File: src/rtl/mem_access_stage_if.sv
// mem_access_stage_if: EX-to-MEM pipeline inputs, MEM results and the data-memory req/ack bus.
interface mem_access_stage_if;
    logic        in_valid;
    logic [31:0] Ins;
    logic [31:0] Result;
    logic [31:0] Rdata2;
    logic        Stall;
    logic        out_valid;
    logic [31:0] WBdata;
    logic        AdErr;
    logic        dmem_req;
    logic        dmem_we;
    logic [31:0] dmem_addr;
    logic [3:0]  dmem_be;
    logic [31:0] dmem_wdata;
    logic [31:0] dmem_rdata;
    logic        dmem_ack;

    modport master (
        input  in_valid, Ins, Result, Rdata2, dmem_rdata, dmem_ack,
        output Stall, out_valid, WBdata, AdErr,
        output dmem_req, dmem_we, dmem_addr, dmem_be, dmem_wdata
    );

    modport slave (
        output in_valid, Ins, Result, Rdata2, dmem_rdata, dmem_ack,
        input  Stall, out_valid, WBdata, AdErr,
        input  dmem_req, dmem_we, dmem_addr, dmem_be, dmem_wdata
    );
endinterface

File: src/rtl/mem_access_stage.sv
// mem_access_stage: MEM pipeline stage running loads/stores over a req/ack bus with misalignment and timeout errors.
module mem_access_stage #(
    parameter int TIMEOUT = 64
) (
    input logic CLK,
    input logic RST,
    mem_access_stage_if.master bus
);
    localparam int CW = $clog2(TIMEOUT) + 1;
    localparam logic [5:0] LB = 6'h20, LH = 6'h21, LW = 6'h23, LBU = 6'h24, LHU = 6'h25;
    localparam logic [5:0] SB = 6'h28, SH = 6'h29, SW = 6'h2B;

    typedef enum logic [1:0] {IDLE, BUS, DONE} state_t;

    state_t          state;
    logic [5:0]      op, op_q;
    logic [1:0]      off_q;
    logic [31:0]     rdata_q, load_val, wdata_c;
    logic [15:0]     lane;
    logic [3:0]      be_c;
    logic [CW-1:0]   cnt;
    logic            to_q, is_mem, is_word, is_half, misal;
    logic            unused_ins;

    assign op         = bus.Ins[31:26];
    assign unused_ins = ^bus.Ins[25:0];
    assign is_mem     = op inside {LB, LH, LW, LBU, LHU, SB, SH, SW};
    assign is_word    = op == LW || op == SW;
    assign is_half    = op == LH || op == LHU || op == SH;
    assign misal      = is_word ? bus.Result[1:0] != 2'b00 : is_half && bus.Result[0];
    assign be_c       = is_word ? 4'b1111 : is_half ? 4'b0011 << bus.Result[1:0] : 4'b0001 << bus.Result[1:0];
    assign wdata_c    = op == SB ? {4{bus.Rdata2[7:0]}} : op == SH ? {2{bus.Rdata2[15:0]}} : op == SW ? bus.Rdata2 : '0;

    // Extraction works off the captured word so DONE has a full cycle to shift and extend.
    assign lane       = 16'(rdata_q >> {off_q, 3'b000});
    assign load_val   = op_q == LB  ? {{24{lane[7]}}, lane[7:0]} :
                        op_q == LBU ? {24'd0, lane[7:0]} :
                        op_q == LH  ? {{16{lane[15]}}, lane} :
                        op_q == LHU ? {16'd0, lane} :
                        op_q == LW  ? rdata_q : '0;

    assign bus.Stall  = state != IDLE;

    always_ff @(posedge CLK or negedge RST) begin
        if (!RST) begin
            state          <= IDLE;
            op_q           <= '0;
            off_q          <= '0;
            rdata_q        <= '0;
            cnt            <= '0;
            to_q           <= 1'b0;
            bus.out_valid  <= 1'b0;
            bus.WBdata     <= '0;
            bus.AdErr      <= 1'b0;
            bus.dmem_req   <= 1'b0;
            bus.dmem_we    <= 1'b0;
            bus.dmem_addr  <= '0;
            bus.dmem_be    <= '0;
            bus.dmem_wdata <= '0;
        end else begin
            bus.out_valid <= 1'b0;
            bus.AdErr     <= 1'b0;
            case (state)
                IDLE: if (bus.in_valid) begin
                    if (!is_mem || misal) begin
                        bus.WBdata    <= bus.Result;
                        bus.out_valid <= 1'b1;
                        bus.AdErr     <= is_mem;
                    end else begin
                        op_q           <= op;
                        off_q          <= bus.Result[1:0];
                        cnt            <= '0;
                        bus.dmem_req   <= 1'b1;
                        bus.dmem_we    <= op inside {SB, SH, SW};
                        bus.dmem_addr  <= {bus.Result[31:2], 2'b00};
                        bus.dmem_be    <= be_c;
                        bus.dmem_wdata <= wdata_c;
                        state          <= BUS;
                    end
                end
                BUS: if (bus.dmem_ack) begin
                    rdata_q      <= bus.dmem_rdata;
                    to_q         <= 1'b0;
                    bus.dmem_req <= 1'b0;
                    state        <= DONE;
                end else if (cnt == CW'(TIMEOUT - 1)) begin
                    to_q         <= 1'b1;
                    bus.dmem_req <= 1'b0;
                    state        <= DONE;
                end else begin
                    cnt <= cnt + 1'b1;
                end
                DONE: begin
                    bus.out_valid <= 1'b1;
                    bus.AdErr     <= to_q;
                    bus.WBdata    <= to_q ? '0 : load_val;
                    state         <= IDLE;
                end
                default: state <= IDLE;
            endcase
        end
    end
endmodule

File: src/flat_wrapper.sv
// flat-port wrapper written by rule: the top's interface ports become plain ports
module mem_access_stage_flat 
#(
    parameter int TIMEOUT = 64
)
  (CLK, RST, bus_in_valid, bus_Ins, bus_Result, bus_Rdata2, bus_dmem_rdata, bus_dmem_ack, bus_Stall, bus_out_valid, bus_WBdata, bus_AdErr, bus_dmem_req, bus_dmem_we, bus_dmem_addr, bus_dmem_be, bus_dmem_wdata);
  mem_access_stage_if bus_i ();
  input logic CLK;
  input logic RST;
  input wire logic [$bits(bus_i.in_valid)-1:0] bus_in_valid;
  input wire logic [$bits(bus_i.Ins)-1:0] bus_Ins;
  input wire logic [$bits(bus_i.Result)-1:0] bus_Result;
  input wire logic [$bits(bus_i.Rdata2)-1:0] bus_Rdata2;
  input wire logic [$bits(bus_i.dmem_rdata)-1:0] bus_dmem_rdata;
  input wire logic [$bits(bus_i.dmem_ack)-1:0] bus_dmem_ack;
  output wire logic [$bits(bus_i.Stall)-1:0] bus_Stall;
  output wire logic [$bits(bus_i.out_valid)-1:0] bus_out_valid;
  output wire logic [$bits(bus_i.WBdata)-1:0] bus_WBdata;
  output wire logic [$bits(bus_i.AdErr)-1:0] bus_AdErr;
  output wire logic [$bits(bus_i.dmem_req)-1:0] bus_dmem_req;
  output wire logic [$bits(bus_i.dmem_we)-1:0] bus_dmem_we;
  output wire logic [$bits(bus_i.dmem_addr)-1:0] bus_dmem_addr;
  output wire logic [$bits(bus_i.dmem_be)-1:0] bus_dmem_be;
  output wire logic [$bits(bus_i.dmem_wdata)-1:0] bus_dmem_wdata;
  assign bus_i.in_valid = bus_in_valid;
  assign bus_i.Ins = bus_Ins;
  assign bus_i.Result = bus_Result;
  assign bus_i.Rdata2 = bus_Rdata2;
  assign bus_i.dmem_rdata = bus_dmem_rdata;
  assign bus_i.dmem_ack = bus_dmem_ack;
  assign bus_Stall = bus_i.Stall;
  assign bus_out_valid = bus_i.out_valid;
  assign bus_WBdata = bus_i.WBdata;
  assign bus_AdErr = bus_i.AdErr;
  assign bus_dmem_req = bus_i.dmem_req;
  assign bus_dmem_we = bus_i.dmem_we;
  assign bus_dmem_addr = bus_i.dmem_addr;
  assign bus_dmem_be = bus_i.dmem_be;
  assign bus_dmem_wdata = bus_i.dmem_wdata;
  mem_access_stage #(.TIMEOUT(TIMEOUT)) u_core (.CLK(CLK), .RST(RST), .bus(bus_i));
endmodule
File: config.mk
export PLATFORM = sky130hd
export DESIGN_NAME = mem_access_stage_flat
export DESIGN_NICKNAME = d
export VERILOG_FILES = /design/src/rtl/mem_access_stage_if.sv /design/src/rtl/mem_access_stage.sv /design/src/flat_wrapper.sv
export SDC_FILE = /design/constraint.sdc
export NUM_CORES = 1
export LEC_CHECK = 0
export CAP_MARGIN = 20
export CORE_AREA = 2 2 133 135
export CTS_BUF_LIST = sky130_fd_sc_hd__clkbuf_4
export DETAILED_ROUTE_END_ITERATION = 10
export DIE_AREA = 0 0 135 137
export GPL_TIMING_DRIVEN = 0
export HOLD_SLACK_MARGIN = 0.02
export PLACE_DENSITY = 0.79
export SKIP_LAST_GASP = 1
export SLEW_MARGIN = 15
export SYNTH_ARGS = -nofsm -noshare
export SYNTH_HDL_FRONTEND = slang
export SYNTH_SLANG_ARGS = --single-unit
File: constraint.sdc
create_clock -name CLK -period 2.05 [get_ports CLK]
set_input_delay 0.205 -clock CLK [delete_from_list [all_inputs] [get_ports CLK]]
set_output_delay 0.205 -clock CLK [all_outputs]
set_load 0.1 [all_outputs]
======== Word-level counts from Yosys, hierarchy flattened ========
Index checks and enable logic that the tools add are counted.
storage, ports and cells
  bits in registers ....................... 152
  input port bits ......................... 132
  word-level logic and storage cells ...... 100
operators by class
  add/sub/neg operators ................... 1
  equal/unequal tests ..................... 22
  shift-type cells ........................ 3
  multiplexer cells ....................... 38
  bitwise gates (word level) .............. 1
  reductions and logical operators ........ 21
operators with widths
  kind                   count
  $mux W32               11
  $eq A6 B6 Y1 const B   13
  $pmux W32 S2           1
  $shr A32 B5 Y16        1
  $mux W7                4
  $pmux W7 S2            1
  $mux W1                11
  $reduce_bool A2 Y1     5
  $reduce_and A3 Y1      3
  $mux W2                4
  $mux W4                2
  $ne A2 B2 Y1 const B   4
  $reduce_bool A8 Y1     1
  $add A7 B1 Y7 const B  1
  $eq A7 B6 Y1 const B   1
  $pmux W1 S2            3
  $reduce_and A5 Y1      1
  $logic_or A1 B1 Y1     4
  $pmux W2 S2            1
  $reduce_and A2 Y1      2
  $reduce_and A4 Y1      1
  $shl A1 B2 Y4 const A  1
  $shl A2 B2 Y4 const A  1
  $ne A3 B2 Y1 const B   1
  8 further kinds        8

======== Depth between registers and ports, before layout ========
Gate-level depths: netlist of the first run.
  depth in word-level cells ............... 9
  mapped depth ............................ 9

======== Worst setup path after synthesis of the first run ========
No wires, ideal clock.
  path type ............................... register to register
  start ................................... register u_core.state[1]
  end ..................................... register u_core.bus.dmem_addr[10]
  arrival ................................. 1.871 ns
  required time ........................... 1.930 ns
  path slack .............................. 0.059 ns
  cell stages (with the launch flop) ...... 8
  path buffers ............................ 2
  clock period less this slack ............ 1.991 ns
  path through ............................ dfrtp_1 > or3b_1 > a2111o_1 > a21o_1 > buf_6 > buf_2 > nand2_1 > nand2_1
on the way
  cells in the longest elaborated chain, start to end .. 2
RTL lines
  what                         RTL line                   source
  from (decl)                  mem_access_stage.sv:15     state_t state;
  from (signal assigned)       mem_access_stage.sv:46     state <= IDLE;
  from (signal assigned)       mem_access_stage.sv:78     state <= BUS;
  from (signal assigned)       mem_access_stage.sv:85     state <= DONE;
  $logic_not A2 Y1             mem_access_stage.sv:63     case (state)
  $reduce_and A3 Y1 (no line)  -
  to (signal assigned)         mem_access_stage.sv:75     bus.dmem_addr <= {bus.Result[31:2], 2'b00};
  to (decl)                    mem_access_stage_if.sv:22  output dmem_req, dmem_we, dmem_addr, dmem_be, dmem_wdata
Every way passes these cells.
A chain may end at the register's enable or synchronous reset.

======== Final worst setup path of the first run ========
  start ................................... register u_core.bus.dmem_wdata[10]
  end ..................................... output port bus_dmem_wdata[10]
RTL lines
  what                    RTL line                   source
  from (decl)             mem_access_stage_if.sv:22
  from (signal assigned)  mem_access_stage.sv:77     bus.dmem_wdata <= wdata_c;
  to (decl)               flat_wrapper.sv:24         output wire logic [$bits(bus_i.dmem_wdata)-1:0] bus_dmem_wdata;
No word-level cell between the ends.

==> reports/qor.tcl, run 1 <==
set qor(clock_insertion_delay_worst_skew_ns) 0.57
set qor(asyncSetResetFlopFracSynth_pct) 100
set qor(grt_max_degree) 82
set qor(timing.critical_path.required_ns) 1.85
set qor(outcome) {finished, final reports clean}
set qor(drc) 0
set qor(most_common_cell_after_layout_fill_and_taps_aside) {nand2_1}
set qor(max_clock_freq_mhz) 496
set qor(wire_per_inst_um) 18.5
set qor(report.final.setup_viol) 0
set qor(power.leakage_uw) 0.00478
set qor(die-width_um) 135
set qor(clock-sinks) 152
set qor(tritoncts) {done}
set qor(synth_area_leader_cell) {dfrtp_1}
set qor(htree_num_levels) 4
set qor(final_util_pct) 59.5
set qor(die_h_um) 137
set qor(yosys_warnings) 0
set qor(filler_cell_count) 1504
set qor(yosys_register_bits) 152
set qor(port-buffer-count) 207
set qor(most-common-layout-cells) {nand2_1, dfrtp_1, clkdlybuf4s50_1, clkbuf_2, nor2_1}
set qor(synth_seq_area_share_pct) 51.2
set qor(timing_worst_slew_pin_value_ns) 1.03
set qor(max_cap_viol_count) 0
set qor(slew_headroom_pct) 30.8
set qor(via_count) 6889
set qor(core_um2) 17100
set qor(postSynthAreaPerCell_um2) 9.64
set qor(placement_rows) 48
set qor(viasPerCell) 5.53
set qor(p_total_uw) 11700
set qor(slowest_stage) {clkdlybuf4s15_1}
set qor(tcrit_tclk_final_pct) 98.3
set qor(maxSlewViolCount) 0
set qor(number_of_diodes_added_for_antenna_fixing) 0
set qor(final_period_minus_worst_setup_slack_ns) 2.02
set qor(mappedNetlistArea_um2) 7430
set qor(fin_skew_ns) 0.0146
set qor(layout-drive-gt1-share_pct) 25.9
set qor(setup_repair_after_global_routing_missed_its_margin) {true}
set qor(clk_pin_slew_ns) 0.14
set qor(multiInputGateArea_um2) 3540
set qor(worst-path-max-fanout) 2
set qor(areaGrowthSynthToFinish_pct) 36.6
set qor(arrival_time_worst_endpoint_ns) 1.81
set qor(ios) 237
set qor(critPathCaptureType) {output port}
set qor(dpl.hpwl_um) 16700
set qor(detail-route-antenna-nets) 0
set qor(power.ir.vdd_worst_mv) 0.669
set qor(ctsLongestPathBuffers) 2
set qor(gpl.final_weighted_congestion) 0.963
set qor(holdCritPathClass) {in2async}
set qor(timing.critical_path.cells) {clkdlybuf4s15_1}
set qor(yosysTopAreaCellShare_pct) 51.2
set qor(yosys_most_used_dff) {dfrtp_1}
set qor(grt_pass1_wl_um) 35800
set qor(drt_pass1_iterations) 5
set qor(drt_wl_total_um) 23100
set qor(grt-ovfl-total) 0
set qor(regArea_um2) 3800
set qor(synth_edf_count) 0
set qor(numCtsBuffers) 17
set qor(critical-path-max-stage-delay_ns) 0.83
set qor(cts-root-buf) {clkbuf_4}
set qor(grt_antenna_before_repair) 0
set qor(via_count_of_the_first_global_routing_pass) 6780
set qor(drtIter0Drc) 454
set qor(final-hold-violation-count) 0
set qor(start_kind) {register}
set qor(post_synth_inst_count) 771
set qor(cellPowerDensity_nw_per_um2) 1150
set qor(yosys.cell_types.count) 58
set qor(criticalPathCategory) {reg2out}
set qor(buffers_inverters_on_critical_path) 1
set qor(finalNetCount) 1141
set qor(initial_utilization_pct) 43.6
set qor(overall_track_demand_over_capacity_in_global_routing_pct) 25.1
set qor(critical-path-top-delay-family) {buffers and inverters}
set qor(floorplan.die_area_um2) 18500
set qor(ys_top_cells_by_area) {dfrtp_1, nand2_1, mux2_2}
==> report_power, final <==
group	switching (uW)	internal (uW)	leakage [uW]	total, uW
clock	1230	883	0.000175	2110
combinational	4100	1330	0.00275	5420
sequential	532	3640	0.00185	4170
total	5860	5840	0.00478	11700
==> cells in the mapped netlist (4+ instances only) <==
master	count
a21oi_1	21
a221oi_1	19
a221oi_2	6
a22oi_1	24
a31oi_1	18
and2_1	4
and3_1	4
buf_1	6
buf_2	20
buf_4	5
clkbuf_1	27
dfrtp_1	152
mux2_2	47
mux2i_1	4
mux4_2	5
nand2_1	174
nand2b_1	7
nand3_1	31
nor2_1	84
nor2b_1	8
o21ai_0	36
o22a_1	5
o2bb2ai_1	9
==> final cells by class <==
cell class,instances,share of cell area (%)
buffer,57,3.54
clock buffer,17,1.26
clock inverter,15,1.87
inverter,3,0.111
multi-input combinational,556,34.9
sequential,152,37.5
tap,225,2.77
timing repair buffer,221,18.1
==> path summary, 6_finish.rpt <==
kind                                                 from                         to  slack [ns]  cells past startpoint
worst max-delay path            u_core.bus.dmem_wdata[10]         bus_dmem_wdata[10]        0.03                      1
worst min-delay path                                  RST    u_core.bus.dmem_addr[3]        0.16                      2
worst max register to register            u_core.state[1]  u_core.bus.dmem_wdata[19]        0.04                      6
worst min register to register      u_core.bus.dmem_be[3]      u_core.bus.dmem_be[3]        0.49                      2
max in group asynchronous                             RST   u_core.bus.dmem_wdata[8]        1.08                      3
min in group CLK                           bus_Result[20]   u_core.bus.dmem_addr[20]        0.18                      3
==> metrics by stage <==
step / hold slack, ns / cell area (um2) / setup TNS [ns] / instances / setup WS (ns)
after global placement: 0.451 / 9790 / -873.68 / 1204 / -5.39
after CTS: 0.121 / 10200 / -0.184 / 1240 / -0.184
after detailed placement: 0.207 / 9820 / -61.64 / 1205 / -0.697
after global routing: 0.149 / 10200 / -0.250 / 1246 / -0.0806
after floorplan: -0.0906 / 7430 / 0 / 772 / 0.0594
final: 0.164 / 10200 / 0 / 1246 / 0.0343
==> metal layers <==
layer	vias to the layer above	share of wire, %	GRT usage, %
met5	-	0	0
met4	0	2.4	8.04
met3	51	8.1	7.48
met2	327	50	43.3
met1	3309	40	30.3
li1	3202	-	-
==> state kept, by name (all words and copies together) (netlist names), 2 cells and up <==
name and cells:
u_core.bus.WBdata 32, u_core.bus.dmem_wdata 32, u_core.rdata_q 32, u_core.bus.dmem_addr 30, u_core.cnt 7, u_core.op_q 6
u_core.bus.dmem_be 4, u_core.off_q 2, u_core.state 2
==> cells by family (layout without fill, tap and decap cells) <==
group,after synthesis,in the layout,synth area share (%)
compound gates,167,167,16.0
xor+xnor,2,2,0.236
fa+ha+maj,1,1,0.168
buf+inv,64,313,4.13
flops,152,152,51.2
mux,56,56,9.18
other cells,1,2,0.0505
simple gates,328,328,19.0
==> repair_timing <==
item                       4_1_cts  5_1_grt
setup endpoints to repair      215      225
buffers inserted                 4        8
pin swaps                        2        2
hold buffers                     1        0
resized for setup              166      214
hold endpoints to repair        71        0
Note: power is estimated with default switching activity, not from simulation.
==> run 2, diff against run 1 <==
ABC_CLOCK_PERIOD_IN_PS = 2050   (was unset)
==> results of run 2 <==
Same layout as run 1: the final DEF is identical, and so are final timing and power.
